==> src/rtl/alu_mc.sv <==
// Multi-cycle ALU: single-cycle ADD..COM, iterative shift-add MUL, registered result.
// Define ALU_FLAGS_EN to add the registered {carry, zero} flags output.
module alu_mc #(
  parameter int DSIZE = 16,
  parameter int SHW   = 4
) (
  input  logic             clk,
  input  logic             rst,
  input  logic             in_valid,
  output logic             in_ready,
  input  logic [DSIZE-1:0] a,
  input  logic [DSIZE-1:0] b,
  input  logic [2:0]       op,
  input  logic [DSIZE-1:0] imm,
  output logic             out_valid,
  input  logic             out_ready,
  output logic [DSIZE-1:0] out,
  output logic [1:0]       o_dbg_state
`ifdef ALU_FLAGS_EN
  ,
  output logic [1:0]       flags
`endif
);

  localparam logic [2:0] OP_ADD = 3'd0;
  localparam logic [2:0] OP_SUB = 3'd1;
  localparam logic [2:0] OP_AND = 3'd2;
  localparam logic [2:0] OP_XOR = 3'd3;
  localparam logic [2:0] OP_SLL = 3'd4;
  localparam logic [2:0] OP_SRL = 3'd5;
  localparam logic [2:0] OP_COM = 3'd6;
  localparam logic [2:0] OP_MUL = 3'd7;

  localparam logic [1:0] ST_IDLE = 2'd0;
  localparam logic [1:0] ST_MUL  = 2'd1;
  localparam logic [1:0] ST_DONE = 2'd2;

  localparam int         CNTW     = $clog2(DSIZE);
  localparam logic [CNTW-1:0] LP_LAST  = CNTW'(DSIZE - 1);
  localparam logic [SHW:0]    LP_DSIZE = (SHW + 1)'(DSIZE);

  logic [1:0]       r_state;
  logic [DSIZE-1:0] r_out;
  logic [DSIZE-1:0] r_mcand;
  logic [DSIZE-1:0] r_mplier;
  logic [DSIZE-1:0] r_acc;
  logic [CNTW-1:0]  r_cnt;

  logic             w_accept;
  logic [DSIZE:0]   w_sum;
  logic [DSIZE:0]   w_diff;
  logic [SHW-1:0]   w_amt;
  logic             w_amt_oor;
  logic [DSIZE-1:0] w_res;
  logic             w_carry;
  logic [DSIZE-1:0] w_acc_next;
  logic             w_unused_imm;

  // Handshakes: a transfer happens on a rising edge where valid & ready are both high.
  // The producer holds its bundle while valid & !ready; out/out_valid never change then.
  always_comb begin
    in_ready = 1'b0;
    case (r_state)
      ST_IDLE: in_ready = 1'b1;
      ST_DONE: in_ready = out_ready;
      default: in_ready = 1'b0;
    endcase
  end

  assign w_accept     = in_valid & in_ready;
  assign out_valid    = (r_state == ST_DONE);
  assign out          = r_out;
  assign o_dbg_state  = r_state;
  assign w_unused_imm = ^imm[DSIZE-1:SHW];

  assign w_sum     = {1'b0, a} + {1'b0, b};
  assign w_diff    = {1'b0, a} - {1'b0, b};
  assign w_amt     = imm[SHW-1:0];
  assign w_amt_oor = ({1'b0, w_amt} >= LP_DSIZE);

  always_comb begin
    w_res   = '0;
    w_carry = 1'b0;
    case (op)
      OP_ADD: begin
        w_res   = w_sum[DSIZE-1:0];
        w_carry = w_sum[DSIZE];
      end
      OP_SUB: begin
        // Top bit of the widened difference is the unsigned borrow (a < b).
        w_res   = w_diff[DSIZE-1:0];
        w_carry = w_diff[DSIZE];
      end
      OP_AND: w_res = a & b;
      OP_XOR: w_res = a ^ b;
      OP_SLL: w_res = w_amt_oor ? '0 : (a << w_amt);
      OP_SRL: w_res = w_amt_oor ? '0 : (a >> w_amt);
      OP_COM: w_res = {{(DSIZE-1){1'b0}}, (a <= b)};
      default: w_res = '0;
    endcase
  end

  assign w_acc_next = r_mplier[0] ? (r_acc + r_mcand) : r_acc;

  always_ff @(posedge clk) begin
    if (rst) begin
      r_state  <= ST_IDLE;
      r_out    <= '0;
      r_mcand  <= '0;
      r_mplier <= '0;
      r_acc    <= '0;
      r_cnt    <= '0;
    end else if (w_accept) begin
      if (op == OP_MUL) begin
        r_mcand  <= a;
        r_mplier <= b;
        r_acc    <= '0;
        r_cnt    <= '0;
        r_state  <= ST_MUL;
      end else begin
        r_out   <= w_res;
        r_state <= ST_DONE;
      end
    end else begin
      case (r_state)
        ST_MUL: begin
          r_acc    <= w_acc_next;
          r_mcand  <= r_mcand << 1;
          r_mplier <= r_mplier >> 1;
          r_cnt    <= r_cnt + CNTW'(1);
          // Last iteration publishes directly so the result lands DSIZE edges after accept.
          if (r_cnt == LP_LAST) begin
            r_out   <= w_acc_next;
            r_state <= ST_DONE;
          end
        end
        ST_DONE: begin
          if (out_ready) r_state <= ST_IDLE;
        end
        ST_IDLE: ;
        default: r_state <= ST_IDLE;
      endcase
    end
  end

`ifdef ALU_FLAGS_EN
  logic [1:0] r_flags;

  always_ff @(posedge clk) begin
    if (rst) begin
      r_flags <= '0;
    end else if (w_accept) begin
      if (op != OP_MUL) r_flags <= {w_carry, (w_res == '0)};
    end else if ((r_state == ST_MUL) && (r_cnt == LP_LAST)) begin
      r_flags <= {1'b0, (w_acc_next == '0)};
    end
  end

  assign flags = r_flags;
`endif

endmodule
==> config.mk <==
export PLATFORM = sky130hd
export DESIGN_NAME = alu_mc
export DESIGN_NICKNAME = d
export VERILOG_FILES = /design/src/rtl/alu_mc.sv
export SDC_FILE = /design/constraint.sdc
export NUM_CORES = 1
export LEC_CHECK = 0
export BUFFER_PORTS_ARGS = -buffer_cell sky130_fd_sc_hd__buf_2
export CAP_MARGIN = 5
export CORE_ASPECT_RATIO = 0.5
export CORE_MARGIN = 2
export CORE_UTILIZATION = 33
export CTS_CLUSTER_DIAMETER = 200
export DETAILED_ROUTE_END_ITERATION = 7
export PLACE_DENSITY = 0.59
export REMOVE_ABC_BUFFERS = 1
export SKIP_CTS_REPAIR_TIMING = 1
export SLEW_MARGIN = 20
export SYNTH_ARGS = -nofsm -noshare
export SYNTH_HDL_FRONTEND = slang
export SYNTH_SLANG_ARGS = --single-unit
export TNS_END_PERCENT = 30
==> constraint.sdc <==
create_clock -name clk -period 4.25 [get_ports clk]
set_input_delay 1.275 -clock clk [delete_from_list [all_inputs] [get_ports clk]]
set_output_delay 1.275 -clock clk [all_outputs]
set_load 0.05 [all_outputs]
==> out/results.txt <==
status: completed
global placement routability congestion: 0.960
ys flop type: dfxtp_1
Reg2Reg Setup Slack: 1.00 ns
DRC: 0
port bufs: 62
boundary pin count: 75
antenna-violating nets left: 0
Root Driver: clkbuf_16
via count: 7391
final worst-path cycle share: 90.4%
Synth top area share: 20.2%
TritonRoute pass-1 iters: 6
Metal-1 WL: 11900 um
maximum buffer depth of the clock tree: 2
CTS tree: done
most frequent cells in the layout: 128 x nor2_1, 119 x nand2_1, 82 x a21oi_1, 70 x dfxtp_1, 62 x buf_2
min-delay src: r_acc[9]$_SDFFE_PP0P_
Reg2Reg Depth: 11
number of synthesized register bits: 70
clk sinks: 70
total track usage: 22.7%
Seq. cell area: 0.00140 mm2
CP required: 4.44 ns
Chip Height: 107 um
WL/cell: 19.7 um
Slew HR: 45.5%
share of cells above drive strength 1: 14.2%
pin count of the biggest net entering global routing: 36
pre-CTS setup slack: 0.168 ns
MaxCap Viol Count: 0
Seq/Total Area, Yosys: 20.2%
post-layout min period: 3.84 ns
footprint of the multi-input gates: 0.00505 mm2
RSZ-0062 raised after global routing: false
P_leak: 3.17 nW
area added between synthesis and finish: 12.8%
fillers: 2138
nets: 1111
Clock Pin Slew Worst Setup and Hold Paths: 0.06 ns
synth unique cells: 74
Hold EP: r_acc[9]$_SDFFE_PP0P_
Post-Syn Area: 0.00694 mm2
Hold Vio Cnt, Final: 0
most common cell after layout, fill and taps aside: nor2_1
Peak Freq: 260 MHz
Util after Layout: 38.0%
reg-to-reg critical path startpoint: r_mcand[0]$_SDFFE_PP0P_
Hold WS: 0.478 ns
Area after DPL: 0.00753 mm2
H-tree depth: 3
post-synthesis instance total: 973
grt ovf: 0
Final Max Slew Viols: 0
dpl hpwl: 19500 um
crit path launch type: input pin
R2R Path End: out[10]$_SDFFE_PP0P_
initial antenna violation count: 0
number of global-route vias before repair: 6995
die area: 0.0223 mm2
routed wl met3: 1710 um
Iter 0 DRT Violations: 738
EDFF count, synth: 0
first-pass GRT wire length: 39400 um
final non-filler cell total: 1283
top post-synthesis cells by area: dfxtp_1 20%, ha_1 8.7%, nor2_1 6.9%
drt total wl: 25200 um
crit-path max FO: 4
Clk Latency, worst-skew pair: 0.34 ns
ys async rst share: 0%
Antenna Cells: 0
crit end category: register
Syn. warnings: 0
Slew @ Worst Pin: 0.817 ns
setup ws final: 0.406 ns
maximum vdd drop: 0.188 mV
Top Metal Used: met4
core area: 0.0206 mm2
Met2 Wirelength: 11100 um
clock skew: 0.00649 ns
Placed Cells incl. Taps: 1267
number of CTS-inserted buffers: 9
vias per cell: 5.76
Initial Utilization: 33.7%
chip width: 209 um
Synth Area per Inst: 7.14 um2
fin area: 0.00783 mm2
Std-Cell Rows: 37
critical path class: input pin to register
final setup vio count: 0
Hold WC Path Type: register to register
hold path cells: 2
Pwr Density: 289 mW/mm2
Synth area leader: dfxtp_1
Arr. time, crit path: 4.04 ns
## final cells by class
type / count / area share (%)
clock inverter: 6 / 0.878
clock buffer: 10 / 3.05
timing repair buffer: 93 / 6.93
inverter: 50 / 2.40
sequential: 70 / 17.9
tap: 273 / 4.36
multi-input combinational: 781 / 64.5
## Yosys cell counts (10+ instances only)
library cell,n
nor2_1,128
nand2_1,120
a21oi_1,82
dfxtp_1,70
o21ai_0,50
ha_1,48
inv_1,48
clkbuf_1,46
a311oi_1,36
mux2i_1,31
a211oi_1,24
nand3_1,24
nand2b_1,22
nor3_1,22
xnor2_1,20
buf_2,15
a21o_1,10
## state kept, by name, summed over array words and instances, names as in the netlist
name         flops
r_acc           16
o_dbg_state      2
out             16
r_cnt            4
r_mcand         16
r_mplier        16
## critical path, stage by stage
cell and delay (ns):
buf_2 0.11, buf_4 0.14, ha_1 0.24, fa_1 0.43, nand2b_1 0.10, a21oi_1 0.09, o31a_1 0.30, o211ai_1 0.30
a211oi_1 0.13, a31oi_1 0.19, xnor2_1 0.12, a211oi_1 0.47, o22ai_1 0.15
## worst max path at each step
stage / startpoint / end / slack [ns] / cells past startpoint
global route: a[0] / out[14]$_SDFFE_PP0P_ / 0.28 / 14
CTS: a[0] / out[12]$_SDFFE_PP0P_ / 0.52 / 13
global placement: a[0] / out[14]$_SDFFE_PP0P_ / 0.17 / 14
floorplan: out_ready / r_acc[13]$_SDFFE_PP0P_ / -0.72 / 8
finish: a[0] / out[12]$_SDFFE_PP0P_ / 0.41 / 13
detailed placement: a[0] / out[12]$_SDFFE_PP0P_ / 0.17 / 13
## cell families after synthesis
kind of cell | Yosys count | share of synthesized area (%)
buf+inv | 122 | 7.08
flops | 70 | 20.2
mux | 40 | 7.06
xor+xnor | 26 | 3.28
simple gates | 361 | 22.9
fa+ha+maj | 51 | 9.52
compound gates | 303 | 30.0
## stage by stage
step	total power, mW	setup TNS (ns)
6_report	2.27	0
5_1_grt	2.37	0
4_1_cts	2.27	0
3_5_place_dp	1.46	0
3_3_place_gp	1.46	0
2_1_floorplan	1.19	-15.51
## power breakdown
group	internal [mW]	leakage, nW	switching, mW	total (mW)
logic	0.258	2.45	0.489	0.747
registers	0.690	0.570	0.0263	0.717
clock network	0.475	0.149	0.327	0.802
## layer usage
| metal | track usage, % | vias to the layer above |
|---|---|---|
| met5 | 0 | - |
| met4 | 6.99 | 0 |
| met3 | 4.73 | 34 |
| met2 | 36.4 | 240 |
| met1 | 30.5 | 3531 |
| li1 | - | 3586 |
No activity file was read; power rests on OpenSTA's default activity.
